**config.mk**
```make
export PLATFORM = sky130hd
export DESIGN_NAME = encode_job_sched
export DESIGN_NICKNAME = d
export VERILOG_FILES = /design/src/rtl/encode_job_sched.sv
export SDC_FILE = /design/constraint.sdc
export NUM_CORES = 1
export LEC_CHECK = 0
export CORE_ASPECT_RATIO = 1.4
export CORE_MARGIN = 2
export CORE_UTILIZATION = 46
export CTS_BUF_LIST = sky130_fd_sc_hd__clkbuf_4 sky130_fd_sc_hd__clkbuf_8
export CTS_CLUSTER_SIZE = 30
export DETAILED_ROUTE_END_ITERATION = 10
export PLACE_DENSITY = 0.87
export RECOVER_POWER = 25
export SYNTH_ARGS = -nofsm -noshare
export SYNTH_HDL_FRONTEND = slang
export SYNTH_SLANG_ARGS = --single-unit
```
**constraint.sdc**
```tcl
create_clock -name clk -period 2.6 [get_ports clk]
set_clock_uncertainty 0.15 [all_clocks]
set_input_delay 0.39 -clock clk [delete_from_list [all_inputs] [get_ports clk]]
set_output_delay 0.39 -clock clk [all_outputs]
set_load 0.01 [all_outputs]
```
**src/rtl/encode_job_sched.sv**
```systemverilog
// Round-robin job scheduler sharing one 8-bit encode engine.
// One job in flight; engine start/data sequenced with fixed timing.
module encode_job_sched #(
  parameter int N_REQ   = 4,
  parameter int TIMEOUT = 16
) (
  input  logic               clk,
  input  logic               rst_n,
  input  logic [N_REQ-1:0]   req_valid,
  output logic [N_REQ-1:0]   req_ready,
  input  logic [8*N_REQ-1:0] req_a,
  input  logic [8*N_REQ-1:0] req_b,
  output logic               eng_start,
  output logic [7:0]         eng_data,
  input  logic [7:0]         eng_result,
  input  logic               eng_done,
  output logic               rsp_valid,
  input  logic               rsp_ready,
  output logic [2:0]         rsp_id,
  output logic [7:0]         rsp_result,
  output logic [7:0]         rsp_echo,
  output logic               rsp_err
);

  localparam int CW = $clog2(TIMEOUT);

  typedef enum logic [2:0] {
    S_IDLE,
    S_START,
    S_OPA,
    S_OPB,
    S_WAIT,
    S_RESP
  } state_t;

  state_t state;
  state_t state_nx;

  logic [2:0]    ptr;
  logic [2:0]    gnt_id;
  logic [2:0]    hi_id;
  logic [2:0]    lo_id;
  logic          hi_any;
  logic          lo_any;
  logic          gnt_any;
  logic [7:0]    a_sel;
  logic [7:0]    b_sel;
  logic [7:0]    a_q;
  logic [7:0]    b_q;
  logic [7:0]    cap_q;
  logic [2:0]    id_q;
  logic [CW-1:0] cnt;
  logic          tmo;
  logic          take;

  // hi_*: first valid at or above ptr; lo_*: first valid overall (wrap)
  always_comb begin
    hi_any = 1'b0;
    lo_any = 1'b0;
    hi_id  = '0;
    lo_id  = '0;
    for (int i = N_REQ - 1; i >= 0; i--) begin
      if (req_valid[i]) begin
        lo_any = 1'b1;
        lo_id  = 3'(i);
        if (3'(i) >= ptr) begin
          hi_any = 1'b1;
          hi_id  = 3'(i);
        end
      end
    end
    gnt_any = hi_any | lo_any;
    gnt_id  = hi_any ? hi_id : lo_id;
    a_sel   = '0;
    b_sel   = '0;
    for (int i = 0; i < N_REQ; i++) begin
      if (gnt_id == 3'(i)) begin
        a_sel = req_a[8*i +: 8];
        b_sel = req_b[8*i +: 8];
      end
    end
  end

  assign take = (state == S_IDLE) && gnt_any;
  assign tmo  = (cnt == CW'(TIMEOUT - 1));

  always_ff @(posedge clk or negedge rst_n) begin
    if (!rst_n) begin
      state      <= S_IDLE;
      ptr        <= '0;
      a_q        <= '0;
      b_q        <= '0;
      id_q       <= '0;
      cap_q      <= '0;
      cnt        <= '0;
      rsp_id     <= '0;
      rsp_result <= '0;
      rsp_echo   <= '0;
      rsp_err    <= 1'b0;
    end else begin
      state <= state_nx;
      if (take) begin
        a_q  <= a_sel;
        b_q  <= b_sel;
        id_q <= gnt_id;
        ptr  <= (gnt_id == 3'(N_REQ - 1)) ?
                '0 : gnt_id + 3'd1;
      end
      if (state == S_OPB) begin
        cnt <= '0;
      end
      if (state == S_WAIT) begin
        cap_q <= eng_result;
        cnt   <= cnt + CW'(1);
        // done on the last WAIT cycle still wins over timeout
        if (eng_done) begin
          rsp_id     <= id_q;
          rsp_result <= cap_q;
          rsp_echo   <= eng_result;
          rsp_err    <= 1'b0;
        end else if (tmo) begin
          rsp_id     <= id_q;
          rsp_result <= '0;
          rsp_echo   <= '0;
          rsp_err    <= 1'b1;
        end
      end
    end
  end

  always_comb begin
    state_nx = state;
    unique case (state)
      S_IDLE:  if (gnt_any) state_nx = S_START;
      S_START: state_nx = S_OPA;
      S_OPA:   state_nx = S_OPB;
      S_OPB:   state_nx = S_WAIT;
      S_WAIT:  if (eng_done || tmo) state_nx = S_RESP;
      S_RESP:  if (rsp_ready) state_nx = S_IDLE;
      default: state_nx = S_IDLE;
    endcase
  end

  // ready is masked during reset so no handshake can be lost
  always_comb begin
    req_ready = '0;
    if (take && rst_n) begin
      for (int i = 0; i < N_REQ; i++) begin
        req_ready[i] = (gnt_id == 3'(i));
      end
    end
    eng_start = (state == S_START);
    rsp_valid = (state == S_RESP);
    eng_data  = '0;
    unique case (1'b1)
      (state == S_OPA): eng_data = a_q;
      (state == S_OPB): eng_data = b_q;
      default:          eng_data = '0;
    endcase
  end

endmodule
```
==> results.md, run 1 <==
- Pins Over Slew Limit: 0
- Hold endpoint: rsp_result[7]
- Switching share of power: 0.368
- Sequential fraction of the synthesis area: 0.449
- Vias in the first global route: 2713
- Main synth FF type: dfrtp_1
- Area Overhead vs Synth: 45.1%
- Comb power frac: 0.554
- Placer Congestion: 0.822
- Grt ovf: 0
- Clock Sinks: 54
- TNS Setup: 0 ns
- R2R Path Start: ptr[1]
- Final Worst Setup Slack: 0.0431 ns
- Hold Crit Depth: 1
- Min cycle time layout: 2.56 ns
- Drt wl/cell: 15.3 um
- Final number of setup-violating endpoints: 0
- Synthesized flop and latch total: 54
- RSZ-0062 raised after global routing: yes
- LEAKAGE: 1.86 nW
- Maxcap violations: 0
- Routed via count: 2780
- HP Class: reg2reg
- Post-synth EDFFs: 0
- Place WS: -0.403 ns
- Clock buffer depth: 2
- Clk_lat worst skew: 0.29 ns
- Crit start category: register
- Status: finished, final reports clean
- Hold Startpoint: cap_q[7]
- Fin crit share: 0.983
- Iteration-0 DRC Markers: 119
- Synth top area cells: dfrtp_1 45%, a21oi_1 6.7%, a221o_1 5.3%
- Synth cell types: 41
- IO Port Bufs: 112
- Cell Rows: 34
- Internal: 2.89 mW
- Post-Syn Instances: 307
- Ys Warns: 0
- Via-to-Cell Ratio: 5.65
- Placed instance area: 4220 um^2
- Area of the mapped netlist: 3010 um^2
- Die height: 99.7 um
- CP Data Required Time: 2.06 ns
- Part of the power in registers: 0.326
- Cells on worst reg2reg path: 10
- Mapped Avg Cell Area: 9.81 um^2
- Asr flop ratio synth: 1.00
- Placed Cells incl. Taps: 482
- Slowest Stage Delay on Critical Path: 0.38 ns
- Pwr/cell area: 1050 nW/um^2
- Die Wd: 72.4 um
- Fin. Hold Viols: 0
- Antenna violations before repair: 0
- Overall routing resource usage: 0.211
- CP Capture Type: output pin
- Total routed wirelength: 7.53 mm
- CTS tree: done
- First-pass GRT wire length: 12.4 mm
- CP most frequent cell: buf_4
- CTS root buf: clkbuf_8
- Initial Util: 0.481
- Worst-path clk slew: 0.09 ns
- Critical R2R Capture: b_q[5]
- Final instance area: 4370 um^2
- Fmax: 0.391 GHz
- Critical Path AT: 2.02 ns
- N_diodes: 0
- Io pins: 114
- Fraction of layout cells with a size suffix above 1: 0.138
- Final core occ: 0.698
- Largest fanout on the critical path: 6
- Worst slew pin tran: 0.928 ns
- Syn nets: 392
- CTS buffer count: 5
- Worst path cell trace: buf_4, nor2b_1, nor3_2, buf_4, nand2_1, ha_1, and3_1, dlygate4sd2_1
- Detail Route Antenna Nets: 0
- Hold WS: 0.345 ns
- Pin count of the biggest net entering global routing: 37
- Normalized max-slew margin: 0.381
- Nets: 504
- Top-area cell type share of the netlist area: 0.449
- Critical path class: reg2out
- Yosys top cell by area: dfrtp_1
- Switching pwr: 1.68 mW
- Die area: 7220 um^2
- Worst path slowest cell: dfrtp_1
- # DRC: 0
- Clk pwr share: 0.120
- Worst VDD drop: 900 uV
- Final HPWL DP: 5.86 mm
- H-Tree Level Count: 2
- DRT Pass-1 Iters: 5
- Worst reg-to-reg setup slack: 0.18 ns
- Core area: 6250 um^2
- Total power: 4.58 mW
- Non-filler cells, final: 492
## Yosys cell counts, types with 2 or more instances
master	n
a21oi_1	40
a221o_1	16
a22o_1	16
a311oi_1	2
a31o_2	2
a31oi_1	16
and2_1	3
and3_1	6
buf_2	10
buf_4	2
buf_6	3
clkbuf_1	14
dfrtp_1	54
ha_1	5
inv_1	18
mux2_2	10
mux2i_1	9
nand2_1	20
nand2b_1	2
nand3b_1	16
nor2_1	16
nor2b_1	3
nor3_1	3
nor3b_1	3
o32ai_1	2
## routing by layer
| metal | track usage | share of wire | vias up |
|---|---|---|---|
| met4 | 0.0513 | 0.014 | 0 |
| li1 | - | - | 1342 |
| met5 | 0 | 0 | - |
| met2 | 0.385 | 0.53 | 110 |
| met1 | 0.253 | 0.39 | 1320 |
| met3 | 0.0365 | 0.059 | 8 |
## flip-flops by register name, summed over array words and instances (netlist names)
signal	count
a_q	8
b_q	8
cap_q	8
cnt	4
id_q	2
ptr	2
rsp_echo	8
rsp_err	1
rsp_id	2
rsp_result	8
state	3
## power groups by stage
stage	Sequential [mW]	Clock (mW)	Combinational [mW]
2_1_floorplan	1.50	0	1.55
3_3_place_gp	1.48	0	2.43
3_5_place_dp	1.51	0	2.50
4_1_cts	1.49	0.556	2.53
5_1_grt	1.54	0.596	2.76
6_report	1.49	0.548	2.54
## how the worst max path moves through the flow
| stage | startpoint | end | slack, ns | cells after the start |
|---|---|---|---|---|
| 2_1_floorplan | ptr[1] | req_ready[3] | 0.24 | 7 |
| 3_3_place_gp | req_valid[0] | req_ready[2] | -0.34 | 7 |
| 3_5_place_dp | req_valid[1] | req_ready[2] | -0.40 | 7 |
| 4_1_cts | ptr[1] | req_ready[2] | 0.006 | 6 |
| 5_1_grt | ptr[1] | req_ready[1] | -0.03 | 8 |
| 6_report | ptr[1] | req_ready[1] | 0.04 | 8 |
## layout by cell type (no fill, tap or decap), drive strengths merged, types with 2 or more instances in the layout
cell type,Yosys,layout
clkbuf,14,10
a22o,16,16
clkdlybuf4s50,0,103
and2,3,3
nand3b,16,16
dfrtp,54,54
nand2,21,21
nor2,16,16
a221o,16,16
ha,5,5
o32ai,2,2
buf,15,20
a21oi,40,40
dlygate4sd2,0,6
and3,6,6
a311oi,2,2
nor3,4,4
nor3b,4,4
a31o,2,2
mux2,11,11
mux2i,9,9
inv,18,18
nand2b,2,2
a31oi,16,16
nor2b,3,3
## cell families after synthesis
logic type / share of synthesized area
compound gates: 0.232
xor+xnor: 0.00291
fa+ha+maj: 0.0208
buf+inv: 0.0727
flops: 0.449
mux: 0.0723
other cells: 0.00125
simple gates: 0.149
## worst max-delay path: cells and delay by family (launching register included)
family | cells | cell delay, ns
adders and majority gates | 1 | 0.20
and+or+nand+nor | 4 | 0.54
DFF | 1 | 0.38
buffers and inverters | 3 | 0.61
## area by class of cell
type                       instances  area (um^2)
fill                             486         1890
timing repair buffer             134         1260
inverter                          18         67.6
clock inverter                     2         37.5
multi-input combinational        206         1490
sequential                        54         1350
tap                               72         90.1
clock buffer                       6         76.3
## what timing repair did
item	4_1_cts	5_1_grt
hold buffers	1	0
resized for setup	18	7
hold endpoints to repair	18	0
setup buffers	1	0
setup endpoints to repair	5	15
pin swaps	2	0
(Power assumes the default switching activity.)
==> inputs of run 2 (changes only) <==
--- a/config.mk
+++ b/config.mk
@@ -7,11 +7,11 @@
 export LEC_CHECK = 0
 export CORE_ASPECT_RATIO = 1.4
 export CORE_MARGIN = 2
-export CORE_UTILIZATION = 46
+export CORE_UTILIZATION = 39
 export CTS_BUF_LIST = sky130_fd_sc_hd__clkbuf_4 sky130_fd_sc_hd__clkbuf_8
 export CTS_CLUSTER_SIZE = 30
 export DETAILED_ROUTE_END_ITERATION = 10
-export PLACE_DENSITY = 0.87
+export PLACE_DENSITY = 0.72
 export RECOVER_POWER = 25
 export SYNTH_ARGS = -nofsm -noshare
 export SYNTH_HDL_FRONTEND = slang
==> results.md, run 2 (synthesis results as in run 1) <==
- Status: finished, final reports clean
- Hold WS: 0.344 ns
- Fin. Hold Viols: 0
- Min cycle time layout: 2.55 ns
- Drt wl/cell: 15.2 um
- Worst VDD drop: 595 uV
- Placed Cells incl. Taps: 507
- Placer Congestion: 0.828
- Core area: 7410 um^2
- Clock buffer depth: 2
- Die area: 8450 um^2
- Final Worst Setup Slack: 0.0538 ns
- Total routed wirelength: 7.86 mm
- Total power: 4.55 mW
- TNS Setup: 0 ns
- Die Wd: 78.3 um
- Cell Rows: 37
- HP Class: reg2reg
- Iteration-0 DRC Markers: 56
- Fmax: 0.393 GHz
- Fraction of layout cells with a size suffix above 1: 0.146
- Antenna violations before repair: 0
- Nets: 503
- Critical Path AT: 2.01 ns
- # DRC: 0
- Pin count of the biggest net entering global routing: 55
- Maxcap violations: 0
- Grt ovf: 0
- Pins Over Slew Limit: 0
- Crit start category: register
- DRT Pass-1 Iters: 4
- Detail Route Antenna Nets: 0
- Via-to-Cell Ratio: 5.29
- Die height: 108 um
- LEAKAGE: 1.87 nW
- Clk_lat worst skew: 0.30 ns
- Final HPWL DP: 6.06 mm
- Normalized max-slew margin: 0.156
- Largest fanout on the critical path: 2
- Initial Util: 0.406
- Vias in the first global route: 2734
- CP Capture Type: output pin
- Non-filler cells, final: 516
- Place WS: -0.384 ns
- Area Overhead vs Synth: 45.7%
- Worst slew pin tran: 1.27 ns
- N_diodes: 0
- Clock Sinks: 54
- Worst path cell trace: mux2i_2, nor2_1, nor3_2, ha_1, and3_1, clkdlybuf4s15_1
- CTS root buf: clkbuf_8
- CP Data Required Time: 2.06 ns
- Worst path slowest cell: dfrtp_1
- CTS tree: done
- Fin crit share: 0.979
- CTS buffer count: 5
- First-pass GRT wire length: 12.7 mm
- Routed via count: 2728
- Final number of setup-violating endpoints: 0
- Pwr/cell area: 1040 nW/um^2
- H-Tree Level Count: 2
- Overall routing resource usage: 0.190
- CTS Hold Bufs: 0
- Commonest non-fill, non-tap cell in the layout: clkdlybuf4s50_1
- Critical path class: reg2out
- IO Port Bufs: 112
- Most frequent cells in the layout: 102 x clkdlybuf4s50_1, 54 x dfrtp_1, 39 x a21oi_1
- Worst-path clk slew: 0.09 ns
- Io pins: 114
- Slowest Stage Delay on Critical Path: 0.39 ns
## run 2: routing by layer
layer | vias to the layer above | track usage | share of wire
met2 | 105 | 0.345 | 0.52
met4 | 0 | 0.0614 | 0.015
li1 | 1344 | - | -
met3 | 9 | 0.0476 | 0.072
met5 | - | 0 | 0
met1 | 1270 | 0.216 | 0.39
## run 2: area by class of cell
class | count | area, um^2
Clock buffer | 7 | 96.3
Clock inverter | 1 | 8.76
Fill cell | 685 | 3020
Inverter | 18 | 67.6
Multi-Input combinational cell | 206 | 1490
Sequential cell | 54 | 1350
Tap cell | 97 | 121
Timing Repair Buffer | 133 | 1250
## run 2: power breakdown
part | total, mW | leakage, nW | switching, mW | internal, mW
Combinational | 2.55 | 1.15 | 1.18 | 1.37
Sequential | 1.50 | 0.656 | 0.252 | 1.24
Clock | 0.510 | 0.0544 | 0.265 | 0.244
## run 2: worst max-delay path: cells and delay by family (launching register included)
family / cells / cell delay (ns)
multiplexers: 1 / 0.27
adder cells (fa/ha/maj): 1 / 0.23
AND/OR/NAND/NOR: 3 / 0.57
buffers and inverters: 1 / 0.25
flip-flops: 1 / 0.39
## run 2: timing repair
item	CTS	global route
gates resized for setup	19	12
pin swaps	1	1
setup buffers	1	0
endpoints found under the hold margin	0	0
endpoints found under the setup margin	6	8
## run 2: metrics by stage
step,util,instance area (um^2)
after global placement,0.573,4250
after CTS,0.592,4380
after floorplan,-,3010
final,0.592,4390
after global routing,0.592,4390
after detailed placement,0.573,4250
## run 2: path summary, 6_finish.rpt
kind	start	end	slack, ns	cells after the start
min in group asynchronous	rst_n	cap_q[3]	0.54	2
max	ptr[1]	req_ready[3]	0.05	6
max reg2reg	ptr[1]	a_q[0]	0.17	8
min	cap_q[5]	rsp_result[5]	0.34	1
min reg2reg	cap_q[5]	rsp_result[5]	0.34	1
max in group asynchronous	rst_n	cnt[1]	1.00	2
